### src/rtl/mulacc_pkg.sv
// Shared definitions for the mulacc sequencer: FSM state encoding and default datapath width.
package mulacc_pkg;

    localparam int DEFAULT_WIDTH = 32;

    typedef enum logic [1:0] {
        S_IDLE    = 2'd0,
        S_RUN     = 2'd1,
        S_CAPTURE = 2'd2,
        S_HOLD    = 2'd3
    } state_t;

endpackage

### src/rtl/mulacc_seq_if.sv
// Operand stream and result port of the mulacc sequencer.
// valid/ready: a beat transfers on a rising clk edge where valid and ready are both high;
// once valid is raised the sender holds valid and payload stable until that transfer.
interface mulacc_seq_if #(
    parameter int WIDTH = 32,
    parameter int CNT_W = 16
);
    logic             in_valid;
    logic             in_ready;
    logic [WIDTH-1:0] in_data;
    logic             in_last;
    logic             res_valid;
    logic             res_ready;
    logic [WIDTH-1:0] res_data;
    logic             res_ovf;
    logic [CNT_W-1:0] res_count;

    modport slave (
        input  in_valid, in_data, in_last, res_ready,
        output in_ready, res_valid, res_data, res_ovf, res_count
    );

    modport master (
        output in_valid, in_data, in_last, res_ready,
        input  in_ready, res_valid, res_data, res_ovf, res_count
    );
endinterface

### src/rtl/mulacc_seq_fifo.sv
// Operand FIFO with a registered ready flag; a push while full is refused even if a pop occurs.
module mulacc_seq_fifo #(
    parameter int W     = 33,
    parameter int DEPTH = 4
) (
    input  logic         clk,
    input  logic         reset_n,
    input  logic         push,
    input  logic [W-1:0] din,
    input  logic         pop,
    output logic         ready,
    output logic         empty,
    output logic [W-1:0] head
);
    localparam int AW = $clog2(DEPTH);
    localparam logic [AW:0] FULL_CNT = (AW + 1)'(DEPTH);

    logic [W-1:0]  mem [DEPTH];
    logic [AW-1:0] wr_ptr;
    logic [AW-1:0] rd_ptr;
    logic [AW:0]   count;
    logic [AW:0]   count_next;
    logic          push_ok;
    logic          pop_ok;

    assign empty      = (count == '0);
    assign push_ok    = push & ready;
    assign pop_ok     = pop & ~empty;
    assign count_next = count + {{AW{1'b0}}, push_ok} - {{AW{1'b0}}, pop_ok};
    assign head       = mem[rd_ptr];

    always_ff @(posedge clk or negedge reset_n) begin
        if (!reset_n) begin
            wr_ptr <= '0;
            rd_ptr <= '0;
            count  <= '0;
            ready  <= 1'b0;
        end else begin
            if (push_ok) wr_ptr <= wr_ptr + 1'b1;
            if (pop_ok)  rd_ptr <= rd_ptr + 1'b1;
            count <= count_next;
            ready <= (count_next != FULL_CNT);
        end
    end

    // Storage carries no reset; only entries between the pointers are ever read.
    always_ff @(posedge clk) begin
        if (push_ok) mem[wr_ptr] <= din;
    end
endmodule

### src/rtl/mulacc_seq.sv
// Sequencer feeding a mulacc stage one operand per cycle and returning one result beat per packet.
module mulacc_seq
    import mulacc_pkg::*;
#(
    parameter int WIDTH = DEFAULT_WIDTH,
    parameter int DEPTH = 4,
    parameter int CNT_W = 16
) (
    input  logic             clk,
    input  logic             reset_n,
    mulacc_seq_if.slave      bus,
    output logic             mac_clear,
    output logic             mac_en,
    output logic [WIDTH-1:0] mac_x,
    input  logic [WIDTH-1:0] mac_out,
    input  logic             mac_ovf,
    output state_t           dbg_state
);
    state_t           state, state_next;
    logic [WIDTH:0]   head;
    logic             empty;
    logic             head_last;
    logic [CNT_W-1:0] cnt;
    logic             res_valid_q;

    function automatic logic [CNT_W-1:0] sat_inc(input logic [CNT_W-1:0] v);
        return (&v) ? v : v + CNT_W'(1);
    endfunction

    assign head_last     = head[WIDTH];
    assign dbg_state     = state;
    assign bus.res_valid = res_valid_q;

    mulacc_seq_fifo #(.W(WIDTH + 1), .DEPTH(DEPTH)) u_fifo (
        .clk     (clk),
        .reset_n (reset_n),
        .push    (bus.in_valid),
        .din     ({bus.in_last, bus.in_data}),
        .pop     (mac_en),
        .ready   (bus.in_ready),
        .empty   (empty),
        .head    (head)
    );

    always_ff @(posedge clk or negedge reset_n) begin
        if (!reset_n) state <= S_IDLE;
        else          state <= state_next;
    end

    always_comb begin
        state_next = state;
        case (state)
            S_IDLE, S_RUN: if (!empty) state_next = head_last ? S_CAPTURE : S_RUN;
            S_CAPTURE:     state_next = S_HOLD;
            S_HOLD:        if (res_valid_q && bus.res_ready) state_next = S_IDLE;
            default:       state_next = S_IDLE;
        endcase
    end

    // mulacc is held in clear while we are in reset so it starts from a known product.
    always_comb begin
        mac_en    = 1'b0;
        mac_clear = ~reset_n;
        case (state)
            S_IDLE: if (!empty) begin
                mac_en    = 1'b1;
                mac_clear = 1'b1;
            end
            S_RUN:   if (!empty) mac_en = 1'b1;
            default: ;
        endcase
        mac_x = mac_en ? head[WIDTH-1:0] : '0;
    end

    always_ff @(posedge clk or negedge reset_n) begin
        if (!reset_n) begin
            cnt           <= '0;
            res_valid_q   <= 1'b0;
            bus.res_data  <= '0;
            bus.res_ovf   <= 1'b0;
            bus.res_count <= '0;
        end else begin
            if (mac_en) cnt <= (state == S_IDLE) ? CNT_W'(1) : sat_inc(cnt);
            if (state == S_CAPTURE) begin
                res_valid_q   <= 1'b1;
                bus.res_data  <= mac_out;
                bus.res_ovf   <= mac_ovf;
                bus.res_count <= cnt;
            end else if (state == S_HOLD && res_valid_q && bus.res_ready) begin
                res_valid_q <= 1'b0;
            end
        end
    end
endmodule

### src/flat_wrapper.sv
// flat-port wrapper written by rule: the top's interface ports become plain ports
module mulacc_seq_flat import mulacc_pkg::*;
#(
    parameter int WIDTH = DEFAULT_WIDTH,
    parameter int DEPTH = 4,
    parameter int CNT_W = 16
)
  (clk, reset_n, mac_clear, mac_en, mac_x, mac_out, mac_ovf, dbg_state, bus_in_valid, bus_in_data, bus_in_last, bus_res_ready, bus_in_ready, bus_res_valid, bus_res_data, bus_res_ovf, bus_res_count);
  mulacc_seq_if #(.WIDTH(WIDTH), .CNT_W(CNT_W)) bus_i ();
  input  logic clk;
  input  logic reset_n;
  output logic mac_clear;
  output logic mac_en;
  output logic [WIDTH-1:0] mac_x;
  input  logic [WIDTH-1:0] mac_out;
  input  logic mac_ovf;
  output state_t dbg_state;
  input wire logic [$bits(bus_i.in_valid)-1:0] bus_in_valid;
  input wire logic [$bits(bus_i.in_data)-1:0] bus_in_data;
  input wire logic [$bits(bus_i.in_last)-1:0] bus_in_last;
  input wire logic [$bits(bus_i.res_ready)-1:0] bus_res_ready;
  output wire logic [$bits(bus_i.in_ready)-1:0] bus_in_ready;
  output wire logic [$bits(bus_i.res_valid)-1:0] bus_res_valid;
  output wire logic [$bits(bus_i.res_data)-1:0] bus_res_data;
  output wire logic [$bits(bus_i.res_ovf)-1:0] bus_res_ovf;
  output wire logic [$bits(bus_i.res_count)-1:0] bus_res_count;
  assign bus_i.in_valid = bus_in_valid;
  assign bus_i.in_data = bus_in_data;
  assign bus_i.in_last = bus_in_last;
  assign bus_i.res_ready = bus_res_ready;
  assign bus_in_ready = bus_i.in_ready;
  assign bus_res_valid = bus_i.res_valid;
  assign bus_res_data = bus_i.res_data;
  assign bus_res_ovf = bus_i.res_ovf;
  assign bus_res_count = bus_i.res_count;
  mulacc_seq #(.WIDTH(WIDTH), .DEPTH(DEPTH), .CNT_W(CNT_W)) u_core (.clk(clk), .reset_n(reset_n), .bus(bus_i), .mac_clear(mac_clear), .mac_en(mac_en), .mac_x(mac_x), .mac_out(mac_out), .mac_ovf(mac_ovf), .dbg_state(dbg_state));
endmodule
### config.mk
export PLATFORM = sky130hd
export DESIGN_NAME = mulacc_seq_flat
export DESIGN_NICKNAME = d
export VERILOG_FILES = /design/src/rtl/mulacc_pkg.sv /design/src/rtl/mulacc_seq_if.sv /design/src/rtl/mulacc_seq_fifo.sv /design/src/rtl/mulacc_seq.sv /design/src/flat_wrapper.sv
export SDC_FILE = /design/constraint.sdc
export NUM_CORES = 1
export LEC_CHECK = 0
export CAP_MARGIN = 20
export CORE_MARGIN = 2
export CORE_UTILIZATION = 49
export DETAILED_ROUTE_END_ITERATION = 12
export DONT_BUFFER_PORTS = 1
export GPL_TIMING_DRIVEN = 0
export PLACE_DENSITY = 0.66
export SETUP_SLACK_MARGIN = 0.4
export SYNTH_ARGS = -nofsm -noshare
export SYNTH_HDL_FRONTEND = slang
export SYNTH_SLANG_ARGS = --single-unit
### constraint.sdc
create_clock -name clk -period 2.6 [get_ports clk]
set_input_delay 0.26 -clock clk [delete_from_list [all_inputs] [get_ports clk]]
set_output_delay 0.26 -clock clk [all_outputs]
set_load 0.03 [all_outputs]
# After elaboration in Yosys (flattened, before gate mapping)

Memory sizes are Yosys's and may differ from the RTL's.
Cells that the tools add are included.

Bits in latches: 0
Word-level logic and storage cells: 52
RAM bits: 132
Memories: 1
Bits in read-only memories: 0
Register bits after elaboration: 76
Output and inout bits: 87
Input port bits: 70

Memory list:

| memory            | words | bits a word | rd ports | clocked after Yosys merged registers in | wr ports | line                  | RTL |
|---|---|---|---|---|---|---|---|
| u_core.u_fifo.mem | 4     | 33          | 1        | 0                                       | 1        | mulacc_seq_fifo.sv:18 | `logic [W-1:0] mem [DEPTH];` |

Multipliers: 0
Muxes and demuxes: 15
Reductions and logical operators: 10
Magnitude comparators: 0
$add $sub $neg: 5
Div/mod/pow operators: 0
Bitwise operators: 4
Eq/ne operators: 7
Shift-type cells: 0

Operators with widths:

| cell                                                   | count |
|---|---|
| two-way mux 16 bit                                     | 2 |
| two-way mux 32 bit                                     | 1 |
| adder 16 x 1 -> 16 bit (second input constant)         | 1 |
| AND reduction 16 bit                                   | 1 |
| two-way mux 1 bit                                      | 8 |
| two-way mux 2 bit                                      | 3 |
| case mux 2 bit (3 select lines)                        | 1 |
| adder 2 x 1 -> 2 bit (second input constant)           | 2 |
| == test 2 bit (second input constant)                  | 2 |
| inequality test 2 x 1 -> 1 bit (second input constant) | 2 |
| AND reduction 2 bit                                    | 2 |
| adder 3 x 1 -> 3 bit                                   | 1 |
| logical AND 1 bit                                      | 3 |
| zero test 3 bit                                        | 1 |
| inequality test 3 bit (second input constant)          | 1 |
| subtractor 3 x 1 -> 3 bit                              | 1 |
| AND 1 bit                                              | 2 |
| == test 2 x 1 -> 1 bit (second input constant)         | 1 |
| zero test 2 bit                                        | 1 |
| inequality test 2 bit (second input constant)          | 1 |
| NOT 1 bit                                              | 2 |
| nonzero test 2 bit                                     | 1 |
| OR reduction 2 bit                                     | 1 |

# Longest topological paths before layout

Depth in word-level cells: 6
Gate-level depth with buffers: 11
Depth with buffers taken out: 10

# By module

From an unflattened synthesis, not the netlist that was laid out.

Cell total of the unflattened synthesis: 470
Area total of the unflattened synthesis: 8,378.0 sq um

Modules (own cells, without submodules):

| module          | cells an instance | times used | area an instance (sq um) | seq. area each (sq um) |
|---|---|---|---|---|
| mulacc_seq_fifo | 209               | 1          | 5,252.5                  | 4,164.0 |
| mulacc_seq      | 261               | 1          | 3,125.5                  | 1,701.6 |

# Least setup slack after synthesis

No wires, ideal clock.

Kind: register to register
Start point: register u_core.state[1], in the netlist u_core.dbg_state[1]
End point: register u_core.u_fifo.ready
Arrival: 2.555 ns
Cell stages (with the launch flop): 11
Setup slack: -0.080 ns
Setup time: 0.125 ns
Buffers on the path: 0
Clock period less this slack: 2.680 ns
Data required time: 2.475 ns
Path through: dfrtp_1 clkinv_1 nand2_1 inv_1 ha_1 inv_1 ha_1 fa_1 xnor2_1 xnor2_1 nand2_1

Word-level cells in the longest chain between the ends: 6
Elaborated cells on any way between the ends: 7
Those cells by class: add/sub: 1; eq/ne: 2; mux: 1; bitwise: 1; reduce/logical: 2

Ends and longest elaborated chain:

| what                                                      | line                  | RTL |
|---|---|---|
| from (decl)                                               | mulacc_seq.sv:19      | `state_t state, state_next;` |
| from (signal assigned)                                    | mulacc_seq.sv:47      | `else state <= state_next;` |
| == test 2 x 1 -> 1 bit or zero test 2 bit (tied branches) | mulacc_seq.sv:64      | `case (state)` |
| OR reduction 2 bit (no line) *                            | --                    |  |
| two-way mux 1 bit *                                       | --                    |  |
| named net mac_en                                          | flat_wrapper.sv:13    | `output logic mac_en;` |
| AND 1 bit *                                               | mulacc_seq_fifo.sv:28 | `assign pop_ok = pop & ~empty;` |
| subtractor 3 x 1 -> 3 bit *                               | mulacc_seq_fifo.sv:29 | `assign count_next = count + {{AW{1'b0}}, push_ok} - {{AW{1'b0}}, pop_ok};` |
| named net u_core.u_fifo.count_next[2]                     | mulacc_seq_fifo.sv:22 | `logic [AW:0] count_next;` |
| inequality test 3 bit *                                   | mulacc_seq_fifo.sv:42 | `ready <= (count_next != FULL_CNT);` |
| to (signal assigned)                                      | mulacc_seq_fifo.sv:42 |  |
| to (decl)                                                 | mulacc_seq_fifo.sv:11 | `output logic ready,` |

Mark *: on every way through the listed nets, which the timed path passes. The rest lies on a longest branch.
A chain may end at the register's enable or synchronous reset.

# Worst setup path in the final report

Start point: register u_core.u_fifo.count[1]
End point: register u_core.u_fifo.ready

Word-level cells in the longest chain between the ends: 6
Elaborated cells on any way between the ends: 8
Those cells by class: add/sub: 2; eq/ne: 1; mux: 2; bitwise: 2; reduce/logical: 1

Ends and longest elaborated chain:

| what                                  | line                               | RTL |
|---|---|---|
| from (decl)                           | mulacc_seq_fifo.sv:21              | `logic [AW:0] count;` |
| from (signal assigned)                | mulacc_seq_fifo.sv:41              | `count <= count_next;` |
| zero test 3 bit                       | mulacc_seq_fifo.sv:26              | `assign empty = (count == '0);` |
| two-way mux 1 bit                     | mulacc_seq.sv:65, mulacc_seq.sv:69 |  |
| two-way mux 1 bit                     | --                                 |  |
| named net mac_en                      | flat_wrapper.sv:13                 |  |
| AND 1 bit                             | mulacc_seq_fifo.sv:28              |  |
| subtractor 3 x 1 -> 3 bit             | mulacc_seq_fifo.sv:29              |  |
| named net u_core.u_fifo.count_next[2] | mulacc_seq_fifo.sv:22              |  |
| inequality test 3 bit                 | mulacc_seq_fifo.sv:42              |  |

The timed path passes the listed nets, and every way through them passes these cells.

==> results.cfg <==
[worst_hold_path]
holdPathStages = 2
holdCritStartpoint = bus_in_valid
min_path_type = input port to flip-flop
holdPathEnd = u_core.u_fifo.wr_ptr[0]$_DFFE_PN0P_

[pwr]
power.density_mw_per_mm2 = 1140
p_comb_share_pct = 31.3
power.share.sequential_pct = 45.7
vdd_drop_max_v = 0.000628
switchingPower_w = 0.00413
total_power_w = 0.0119
internal-power_w = 0.00778
power_frac_clock_pct = 23.0
p_leak_nw = 3.93
sw_frac_of_total_pct = 34.7

[final_layout]
fin_nets = 659
diodes = 0
area_growth_pct = 25.1
drive_gt1_share_pct = 33.4
finalInstanceArea_mm2 = 0.0104

[routing]
routed_wl_um = 17300
wl_met2_um = 9130
antenna_left = 0
routed.top_layer = met4
via_per_inst = 5.76
drc = 0
dr_wl_met3_um = 1190
via_count = 4681
m1WireLength_um = 6680
first_pass_iters = 7
drt_iter0_drc = 317
avgRoutedWirePerCell_um = 21.3

[worst_setup_path]
path_buf_inv = 3
crit_type = flip-flop to flip-flop
crit_fanout = 7
r2r_start = u_core.u_fifo.count[1]$_DFF_PN0_
worstPathCellList = or3_4 > buf_8 > nand2_8 > inv_12 > ha_4 > inv_2 > ha_4 > fa_2 > xnor2_2 > xnor2_2 > nand2_1
cp_slowest_cell = or3_4
cp-start-kind = flip-flop
cpPeakStageDelay_ns = 0.39
path_delay_family = adder cells
worst_ep_required_time_ns = 2.97
timing.rr.end = u_core.u_fifo.ready$_DFF_PN0_
r2r_slack_ns = 0.24
cp.arrival_ns = 2.73
reg2reg_depth = 11
worstSetupEndpointType = flip-flop

[timing]
finalClockSkew_ns = 0.0108
fmax_mhz = 424
worst_pin_slew_ns = 0.696
setup_ws_ns = 0.239
final-hold-violation-count = 0
period_needed_ns = 2.36
setup_viol = 0
finalMaxSlewViolations = 0
rsz0062_at_grt = true
whs_ns = 0.0453
finalCritPeriodShare_pct = 90.8
relSlewSlack_pct = 53.4

[yosys]
ys_types = 46
synth_cells = 473
synth_top_family_by_area = multiplexers
synth_xor_area_share_pct = 0.526
synth-adder-area-share_pct = 1.29
synthTopCellsByArea = edfxtp_1 (48%), dfrtp_1 (23%), mux4_2 (8.9%), mux2_2 (6.8%), and3_1 (2.9%)
synth_fp_nets = 551
seq_area_frac_synth_pct = 70.4
muxShareOfSynthArea_pct = 15.8
synthSimpleGateAreaFrac_pct = 6.73
syn_area_mm2 = 0.00833
yosysTopAreaCellShare_pct = 47.6
synth_ff_type = edfxtp_1
synth-edff-count = 132
synth_top_area_cell = edfxtp_1
synth_compound_gate_area_share_pct = 3.30
postSynthAreaPerCell_um2 = 17.6
ys_ff_latch = 208
synth-async-reset-ratio_pct = 36.5
ys_warn_count = 0

[outcome]
status = finished, final reports clean

[global_route]
grt_pass1_wl_um = 27000
gr-total-overflow = 0
grt_max_degree = 77
antenna_found_initial = 0
track_usage_pct = 19.3
first_global_vias = 4952

[clocking]
insertion_delay_ns = 0.49
clk_path_buf_depth = 3
clock_sinks = 208
clock-root-buffer = clkbuf_16
clk_pin_slew_ns = 0.06
cts_tree = built
numCtsBuffers = 21
cts_max_level = 1

[floorplanning]
fp.dieW_um = 134
initial_utilization_pct = 50.2
fp.coreArea_mm2 = 0.0166
ioPinCount = 157
placementRows = 47
die_h_um = 134
die-area_mm2 = 0.0181

[placed_design]
place.gp.congestion = 0.838
dpl_cell_area_mm2 = 0.00875
port_buffers = 0
hpwlAfterDp_um = 10800
place_ws_ns = -0.0795

[job]
drv_cap = 0
[per-stage QoR]
| step | util (%) | instances | setup TNS [ns] |
|---|---|---|---|
| after detailed placement | 52.8 | 697 | -0.0795 |
| after global routing | 62.9 | 813 | 0 |
| final | 62.9 | 813 | 0 |
| after global placement | 52.3 | 693 | -0.0172 |
| after floorplan | - | 473 | 0 |
| after CTS | 61.5 | 805 | 0 |
[synthesized netlist by cell type, types with 10 or more instances]
cell type / number
dfrtp_1: 76
mux2_2: 50
and3_1: 38
nand2_1: 17
clkbuf_1: 11
edfxtp_1: 132
a31oi_1: 14
inv_1: 10
mux4_2: 33
buf_2: 11
[worst reg2reg max path: stages, from the launching register on]
cell and delay [ns]:
dfrtp_1 0.38, or3_4 0.39, buf_8 0.15, nand2_8 0.08
inv_12 0.06, ha_4 0.26, inv_2 0.04, ha_4 0.15
fa_2 0.34, xnor2_2 0.18, xnor2_2 0.14, nand2_1 0.07
[flip-flops by register name, summed over array words and instances, names as in the netlist]
name                  cells
u_core.u_fifo.rd_ptr      2
u_core.dbg_state          2
u_core.u_fifo.wr_ptr      2
u_core.u_fifo.count       3
u_core.bus.res_data      32
u_core.bus.res_count     16
u_core.bus.res_valid      1
u_core.cnt               16
u_core.bus.res_ovf        1
u_core.u_fifo.mem       132
u_core.u_fifo.ready       1
[area by class of cell]
class                           count  area, um^2
Buffer                             26         218
Clock buffer                       34         614
Clock inverter                      1        5.00
Fill cell                        1207        6160
Inverter                           11        55.1
Multi-Input combinational cell    228        2480
Sequential cell                   208        5870
Tap cell                          220         275
Timing Repair Buffer               85         913
[logic make-up after synthesis]
| family | after synthesis |
|---|---|
| adders and majority gates | 8 |
| muxes | 84 |
| buffers and inverters | 37 |
| AOI/OAI and AO/OA | 39 |
| DFF | 208 |
| xor gates and xnor gates | 5 |
| and+or+nand+nor | 92 |
[how the worst max path moves through the flow]
stage,depth (start not counted),slack (ns),from,endpoint
6_report,11,0.24,u_core.u_fifo.count[1]$_DFF_PN0_,u_core.u_fifo.ready$_DFF_PN0_
2_1_floorplan,11,0.24,u_core.u_fifo.count[0]$_DFF_PN0_,u_core.u_fifo.ready$_DFF_PN0_
3_3_place_gp,10,-0.02,u_core.dbg_state[1]$_DFFE_PN0P_,u_core.u_fifo.ready$_DFF_PN0_
4_1_cts,11,0.19,u_core.u_fifo.count[1]$_DFF_PN0_,u_core.u_fifo.ready$_DFF_PN0_
3_5_place_dp,10,-0.08,u_core.dbg_state[1]$_DFFE_PN0P_,u_core.u_fifo.ready$_DFF_PN0_
5_1_grt,10,0.17,u_core.dbg_state[1]$_DFFE_PN0P_,u_core.u_fifo.ready$_DFF_PN0_
[placed cells by master (no fill, tap or decap), types with 4 or more instances in the layout]
cell type	instances
clkbuf_16	23
nand3_1	7
dlygate4sd3_1	68
o21ai_0	6
and3_1	11
buf_2	7
and3_4	20
ha_1	5
buf_4	13
clkbuf_8	4
a31oi_1	14
nor3_1	6
mux4_2	33
buf_12	7
and3_2	7
o211ai_1	4
clkbuf_1	10
clkbuf_2	5
nor2_1	4
dfrtp_1	75
inv_1	8
nand2_1	16
edfxtp_1	132
mux2_2	50
[what timing repair did]
action | 4_1_cts | 5_1_grt
endpoints found under the setup margin | 84 | 52
gates resized for setup | 31 | 58
endpoints found under the hold margin | 242 | 0
cloned | 0 | 2
hold buffers | 69 | 0
buffers inserted | 4 | 6
pin swaps | 5 | 1
[power groups by stage]
| stage | Clock (W) | Combinational [W] | Sequential [W] |
|---|---|---|---|
| global route | 0.00293 | 0.00402 | 0.00552 |
| detailed placement | 0 | 0.00312 | 0.00552 |
| finish | 0.00274 | 0.00373 | 0.00544 |
| floorplan | 0 | 0.00243 | 0.00537 |
| CTS | 0.00280 | 0.00344 | 0.00544 |
| global placement | 0 | 0.00295 | 0.00549 |
[metal layers]
| layer | track usage (%) | up-vias |
|---|---|---|
| met5 | 0 | - |
| met4 | 4.68 | 0 |
| met3 | 5.10 | 26 |
| met2 | 34.6 | 155 |
| met1 | 23.5 | 2430 |
| li1 | - | 2070 |
Note: power is estimated with default switching activity, not from simulation.
